[src/rtl/serial_pkg.sv]
// Shared definitions for the serial frame receiver: FSM encoding and frame constants.
package serial_pkg;

  typedef enum logic [1:0] {
    IDLE = 2'd0,
    HDR  = 2'd1,
    PAY  = 2'd2,
    DONE = 2'd3
  } rx_state_e;

  localparam int         HDR_BITS   = 8;
  localparam logic [3:0] CMD_REPORT = 4'b1110;

endpackage

[src/rtl/rx_shift8.sv]
// MSB-first 8-bit deserializer with a 3-bit bit counter; shared by header and payload.
module rx_shift8
  import serial_pkg::*;
(
  input  logic       sys_clk,
  input  logic       sys_reset,
  input  logic       clr,
  input  logic       shift_en,
  input  logic       bit_in,
  output logic [7:0] word,
  output logic       last,
  output logic       partial
);

  localparam logic [2:0] LAST_BIT = 3'(HDR_BITS - 1);

  logic [6:0] sr;
  logic [2:0] cnt;

  always_ff @(posedge sys_clk or posedge sys_reset) begin
    if (sys_reset) begin
      sr  <= '0;
      cnt <= '0;
    end else if (clr) begin
      sr  <= '0;
      cnt <= '0;
    end else if (shift_en) begin
      sr  <= {sr[5:0], bit_in};
      cnt <= cnt + 3'd1;
    end
  end

  // word includes the bit being accepted, so it is complete in the cycle last is high
  assign word    = {sr, bit_in};
  assign last    = shift_en && (cnt == LAST_BIT);
  assign partial = (cnt != 3'd0);

endmodule

[src/rtl/serial_frame_rx.sv]
// Serial frame receiver: header byte (CRC_M/CMD) followed by payload bytes, with
// end-of-frame init/frame_err. Define FRAME_RX_STATS_EN to add good_cnt/err_cnt.
//
// Handshake: a bit is accepted only in HDR/PAY when rx_frame && rx_valid; there is
// no backpressure. enable/data_in, byte_valid, init and frame_err are 1-cycle pulses.
module serial_frame_rx
  import serial_pkg::*;
#(
  parameter int MAX_BYTES = 16
) (
  input  logic       sys_clk,
  input  logic       sys_reset,
  input  logic       rx_frame,
  input  logic       rx_valid,
  input  logic       rx_data,
  output logic       enable,
  output logic       data_in,
  output logic [3:0] CRC_M,
  output logic [3:0] CMD,
  output logic       init,
  output logic [7:0] byte_data,
  output logic       byte_valid,
  output logic [4:0] byte_cnt,
  output logic       frame_err,
  output logic [1:0] state_dbg
`ifdef FRAME_RX_STATS_EN
  ,
  output logic [15:0] good_cnt,
  output logic [15:0] err_cnt
`endif
);

  localparam logic [4:0] MAX_CNT = 5'(MAX_BYTES);

  rx_state_e  state;
  logic       armed;
  logic       overflow;
  logic       accept;
  logic [7:0] sh_word;
  logic       sh_last;
  logic       sh_partial;

  assign accept    = ((state == HDR) || (state == PAY)) && rx_frame && rx_valid;
  assign state_dbg = state;

  rx_shift8 u_shift (
    .sys_clk   (sys_clk),
    .sys_reset (sys_reset),
    .clr       (state == IDLE),
    .shift_en  (accept),
    .bit_in    (rx_data),
    .word      (sh_word),
    .last      (sh_last),
    .partial   (sh_partial)
  );

  // armed stays low after reset until rx_frame has been seen low, so a frame
  // that was in flight across reset is never picked up half way through
  always_ff @(posedge sys_clk or posedge sys_reset) begin
    if (sys_reset) begin
      state      <= IDLE;
      armed      <= 1'b0;
      overflow   <= 1'b0;
      enable     <= 1'b0;
      data_in    <= 1'b0;
      CRC_M      <= '0;
      CMD        <= '0;
      init       <= 1'b0;
      byte_data  <= '0;
      byte_valid <= 1'b0;
      byte_cnt   <= '0;
      frame_err  <= 1'b0;
    end else begin
      enable     <= accept;
      data_in    <= accept & rx_data;
      byte_valid <= 1'b0;
      init       <= 1'b0;
      frame_err  <= 1'b0;
      armed      <= armed | ~rx_frame;
      case (state)
        IDLE: begin
          if (rx_frame && armed) begin
            state    <= HDR;
            byte_cnt <= '0;
            overflow <= 1'b0;
          end
        end
        HDR: begin
          if (!rx_frame) begin
            state     <= DONE;
            init      <= 1'b1;
            frame_err <= 1'b1;
          end else if (sh_last) begin
            state <= PAY;
            CRC_M <= sh_word[7:4];
            CMD   <= sh_word[3:0];
          end
        end
        PAY: begin
          if (!rx_frame) begin
            state     <= DONE;
            init      <= 1'b1;
            frame_err <= overflow | sh_partial;
          end else if (sh_last) begin
            if (byte_cnt == MAX_CNT) begin
              overflow <= 1'b1;
            end else begin
              byte_data  <= sh_word;
              byte_valid <= 1'b1;
              byte_cnt   <= byte_cnt + 5'd1;
            end
          end
        end
        DONE: begin
          state <= IDLE;
        end
        default: begin
          state <= IDLE;
        end
      endcase
    end
  end

`ifdef FRAME_RX_STATS_EN
  always_ff @(posedge sys_clk or posedge sys_reset) begin
    if (sys_reset) begin
      good_cnt <= '0;
      err_cnt  <= '0;
    end else if (init) begin
      if (frame_err) begin
        if (err_cnt != 16'hFFFF) err_cnt <= err_cnt + 16'd1;
      end else begin
        if (good_cnt != 16'hFFFF) good_cnt <= good_cnt + 16'd1;
      end
    end
  end
`endif

endmodule

[config.mk]
export PLATFORM = sky130hd
export DESIGN_NAME = serial_frame_rx
export DESIGN_NICKNAME = d
export VERILOG_FILES = /design/src/rtl/serial_pkg.sv /design/src/rtl/rx_shift8.sv /design/src/rtl/serial_frame_rx.sv
export SDC_FILE = /design/constraint.sdc
export NUM_CORES = 1
export LEC_CHECK = 0
export CAP_MARGIN = 5
export CORE_AREA = 2 2 67 69
export DETAILED_ROUTE_END_ITERATION = 6
export DIE_AREA = 0 0 69 71
export PLACE_DENSITY = 0.65
export SLEW_MARGIN = 10
export SYNTH_ARGS = -nofsm -noshare
export SYNTH_HDL_FRONTEND = slang
export SYNTH_SLANG_ARGS = --single-unit
export TNS_END_PERCENT = 20
[constraint.sdc]
create_clock -name sys_clk -period 2.25 [get_ports sys_clk]
set_input_delay 0.5625 -clock sys_clk [delete_from_list [all_inputs] [get_ports sys_clk]]
set_output_delay 0.5625 -clock sys_clk [all_outputs]
set_load 0.005 [all_outputs]
# == After elaboration in Yosys (flattened, before gate mapping) ==
# Cells that the tools add are included.
# classes
add_sub_neg,2
reduce_logical,15
eq_ne,12
muxes,27
bitwise,5
# ops
op,n
5-bit two-way mux,4
7-bit two-way mux,2
1-bit two-way mux,11
2-bit != test (second input constant),5
5-bit case mux with 2 select lines,1
5-bit AND reduction,2
2-bit two-way mux,4
2-bit case mux with 4 select lines,1
3-bit two-way mux,2
3-bit AND reduction,2
5-bit by 1-bit adder with 5-bit output (second input constant),1
5-bit == test (second input constant),1
2-bit == test (second input constant),2
1-bit logical AND,4
1-bit case mux with 2 select lines,2
4-bit AND reduction,1
2-bit nonzero test,2
3-bit by 1-bit adder with 3-bit output (second input constant),1
3-bit == test (second input constant),1
3-bit != test (second input constant),1
3-bit nonzero test,1
2-bit by 1-bit == test with 1-bit output (second input constant),1
2-bit logical NOT,1
2-bit by 1-bit != test with 1-bit output (second input constant),1
other kinds (5),7
# word_totals
input_bits,5
out_inout_bits,28
register_bits,40

# == Depth between registers and ports, before layout ==
# depth
word_depth,8
mapped_depth,8
mapped_depth_nobuf,6

# == Hierarchy ==
# A second synthesis with hierarchy kept.
# unflattened
hier_cells,148
hier_area_um2,1804.2
# modules_own_cells
mod,area_each_um2,instances,cells_per_inst
serial_frame_rx,1331.3,1,107
rx_shift8,473.0,1,41

# == Worst setup path before layout ==
# No wires, ideal clock.
# synth_path
path_type,flip-flop to flip-flop
startpoint,register u_shift.cnt[0]
endpoint,register byte_data[0]
stages_incl_launch_ff,8
setup_slack_ns,0.505
arrival_time_ns,1.620
path_buffers,2
path_cell_list,dfrtp_1 > ha_1 > ha_1 > and4_1 > buf_4 > nand3_2 > buf_6 > mux2_4
# synth_via
elab_chain_len,3
# synth_rtl
item,line_no,source
start: declaration,rx_shift8.sv:18,logic [2:0] cnt;
start signal: assignment,rx_shift8.sv:29,cnt <= cnt + 3'd1;
3-bit == test,rx_shift8.sv:35,assign last = shift_en && (cnt == LAST_BIT);
1-bit logical AND,rx_shift8.sv:35,
4-bit AND reduction (no source line),-,
end signal: assignment,serial_frame_rx.sv:108,byte_data <= sh_word;
end: declaration,serial_frame_rx.sv:21,"output logic [7:0] byte_data,"
# No other way between the ends.
# A chain may end at the register's enable or synchronous reset.

# == Final worst setup path ==
# layout_path
startpoint,register u_shift.cnt[0]
endpoint,register byte_cnt[1]
# layout_via
elab_chain_len,4
# layout_rtl
item,line_no,source
3-bit == test,rx_shift8.sv:35,
1-bit logical AND,rx_shift8.sv:35,
2-bit != test (no source line),-,
5-bit AND reduction (no source line),-,
end signal: assignment,serial_frame_rx.sv:110,byte_cnt <= byte_cnt + 5'd1;
end: declaration,serial_frame_rx.sv:23,"output logic [4:0] byte_cnt,"
# No other way between the ends.

==> results.py <==
metrics = {
    "sta": {
        "fin_skew_ns": 0.00558,
        "setup_tns_ns": 0,
        "tightestPinTransition_ns": 0.497,
        "setup_violations": 0,
        "min_period_ns": 1.89,
        "finalHoldViolations": 0,
        "fin_crit_sh_pct": 84.0,
        "rsz0062_at_grt": "no",
        "slew_violations": 0,
        "max_freq_ghz": 0.529,
        "slew_headroom_pct": 66.9,
    },
    "cts": {
        "clk_root_buffer_cell": "clkbuf_8",
        "cts.sinks": 40,
        "path_clk_slew_ns": 0.08,
        "clock_path_buffers": 2,
        "clk_latency_ns": 0.29,
        "post_cts_resized": 0,
        "cts_setup_buffers": 0,
        "cts_max_level": 2,
        "ctsHoldBuffers": 0,
        "cts_tree": "yes",
        "cts_buffers": 5,
    },
    "power_and_ir_drop": {
        "power.switching_fraction_pct": 31.4,
        "power_switching_mw": 0.652,
        "seqPwrFrac_pct": 41.2,
        "p_leak_nw": 1.11,
        "peakVddDrop_mv": 0.625,
        "p_clk_share_pct": 28.7,
        "combPwrFrac_pct": 30.1,
        "p_total_mw": 2.08,
        "p_per_area_nw_per_um2": 891,
        "internal_power_mw": 1.43,
    },
    "cells_and_area": {
        "area.sequential_um2": 1000,
        "final_area_um2": 2330,
        "n_antenna_cell": 0,
        "nFillCells": 360,
        "drive_above_1_share_pct": 17.2,
        "layout_commonest_cell": "dfrtp_1",
        "fin_nets": 210,
        "areaGrowthSynthToFinish_pct": 27.5,
        "multiInputGateArea_um2": 741,
        "final_cell_mix": "dfrtp_1, clkdlybuf4s50_1, nand2_1",
    },
    "logic_synthesis": {
        "syn_nets": 172,
        "syn_avg_cell_area_um2": 11.5,
        "yosysWarnings": 0,
        "ys_async_sr_fraction_pct": 100,
        "synthFlopType": "dfrtp_1",
        "ys_seq_elements": 40,
        "synthMuxAreaShare_pct": 12.7,
        "ys_seq_area_share_pct": 54.7,
        "synthDistinctLibCells": 39,
        "synth_edf_count": 0,
        "synth_compound_area_share_pct": 9.78,
        "synth-adder-area-share_pct": 5.47,
        "synth_area_leaders": "dfrtp_1, mux2_4, mux2_2",
        "synth_xor_area_share_pct": 0.479,
        "yosys.area_share.simple_pct": 12.1,
        "synth_top_area_share_pct": 54.7,
        "syn_inst": 159,
        "synth_top_family_by_area": "multiplexers",
        "netlist_area_um2": 1830,
        "yosys.area.top_type": "dfrtp_1",
    },
    "routing": {
        "drc": 0,
        "drt_iter0_drc": 88,
        "drtPass1Iterations": 4,
        "ant_nets": 0,
        "via_count": 1288,
        "vias_per_cell": 5.15,
        "wirelength_um": 3550,
        "wl_per_cell_um": 14.2,
    },
    "worst_setup_path": {
        "reg2reg_slack_ns": 0.36,
        "reg2regPathDepth": 7,
        "critical_path_class": "register to register",
        "cp_cell_sequence": "ha_1, ha_1, and4_1, nand3_2, buf_4, inv_1, a32o_1",
        "path_buf_inv": 2,
        "path_max_fanout": 11,
        "arrival_ns": 2.07,
        "reg2reg_from": "u_shift.cnt[0]$_DFFE_PP0P_",
        "max_stage_delay_ns": 0.41,
        "timing.rr.end": "byte_cnt[1]$_DFFE_PP0P_",
        "crit_top_cell": "ha_1",
        "start_kind": "register",
        "worst-path-stages": 7,
        "critPathTopFamily": "adder cells",
        "crit_required_ns": 2.43,
        "setup.worst_path.end_class": "register",
        "slowest_stage": "dfrtp_1",
    },
    "global_route": {
        "grt_use_total_pct": 16.1,
        "grt_pass1_vias": 1321,
        "grt_first_pass_wirelength_um": 6310,
        "globalRouteOverflowTotal": 0,
        "antenna_found_initial": 0,
        "grt_max_degree": 41,
    },
    "floorplan": {
        "start_util_pct": 43.5,
        "die_x_um": 69,
        "die_h_um": 71,
        "coreArea_um2": 4200,
        "pin_count": 33,
        "row_count": 24,
        "die-area_um2": 4900,
    },
    "status": {
        "status": "finished clean",
    },
    "place": {
        "numPortBuffers": 32,
        "dp_hpwl_um": 2510,
        "gp_congestion": 0.827,
        "placed_area_um2": 2220,
    },
    "worst_hold_path": {
        "holdCritPathClass": "register to register",
        "hold_depth": 1,
        "hold_start": "byte_data[6]$_DFFE_PP0P_",
        "hold_end": "byte_data[6]$_DFFE_PP0P_",
    },
    "run": {
        "cap_violations": 0,
    },
}
registers in the layout, summed over array words and instances, names as in the netlist:
signal	count
byte_data	8
u_shift.sr	7
byte_cnt	5
CMD	4
CRC_M	4
u_shift.cnt	3
state_dbg	2
armed	1
byte_valid	1
data_in	1
enable	1
frame_err	1
init	1
overflow	1
metal layers:
metal  part of all wire [%]  track usage, %
met1                     45            20.8
met2                     50            26.3
met3                    3.5            4.70
met4                    1.3            5.23
met5                      0               0
per-stage QoR:
| step | std cells | setup WS (ns) | util (%) | hold slack (ns) |
|---|---|---|---|---|
| after floorplan | 159 | 0.505 | - | 0.493 |
| after global placement | 242 | 0.170 | 52.7 | 0.488 |
| after detailed placement | 242 | 0.140 | 52.7 | 0.496 |
| after CTS | 250 | 0.341 | 55.5 | 0.517 |
| after global routing | 250 | 0.226 | 55.5 | 0.528 |
| final | 250 | 0.360 | 55.5 | 0.515 |
how the worst max path moves through the flow:
stage,start,endpoint,slack [ns]
4_1_cts,u_shift.cnt[0]$_DFFE_PP0P_,byte_cnt[1]$_DFFE_PP0P_,0.34
3_3_place_gp,rx_valid,byte_data[4]$_DFFE_PP0P_,0.17
3_5_place_dp,rx_valid,byte_data[0]$_DFFE_PP0P_,0.14
2_1_floorplan,u_shift.cnt[0]$_DFFE_PP0P_,byte_data[0]$_DFFE_PP0P_,0.51
6_report,u_shift.cnt[0]$_DFFE_PP0P_,byte_cnt[1]$_DFFE_PP0P_,0.36
5_1_grt,u_shift.cnt[0]$_DFFE_PP0P_,byte_cnt[1]$_DFFE_PP0P_,0.23
synth_stat cells, types with 2 or more instances:
cell type / n
buf_4: 2
dfrtp_1: 40
mux2_4: 8
o21ai_0: 5
nand3_1: 3
a21o_1: 3
ha_1: 8
mux2_2: 9
a21oi_1: 12
nor2b_1: 2
nand4_1: 2
nor2_1: 5
clkbuf_1: 2
nand2_1: 22
inv_1: 12
cells by family (layout without fill, tap and decap cells):
group | count (synthesis) | count (layout)
AND/OR/NAND/NOR | 44 | 44
multiplexers | 18 | 18
AO/OA/AOI/OAI | 29 | 29
flip-flops | 40 | 40
adder cells (fa/ha/maj) | 8 | 8
XOR/XNOR | 1 | 1
buffers and inverters | 19 | 58
final cells by class:
| type | count | area share [%] |
|---|---|---|
| Multi-Input combinational cell | 100 | 31.8 |
| Tap cell | 52 | 2.79 |
| Clock inverter | 3 | 1.98 |
| Clock buffer | 5 | 2.95 |
| Sequential cell | 40 | 42.9 |
| Timing Repair Buffer | 38 | 15.7 |
| Inverter | 12 | 1.93 |
power by group through the flow:
stage | clock, mW | sequential [mW] | combinational (mW)
final | 0.597 | 0.856 | 0.626
after global routing | 0.655 | 0.869 | 0.706
after CTS | 0.617 | 0.857 | 0.635
after detailed placement | 0 | 0.872 | 0.630
after global placement | 0 | 0.865 | 0.621
after floorplan | 0 | 0.862 | 0.412
No activity file was read; power rests on OpenSTA's default activity.
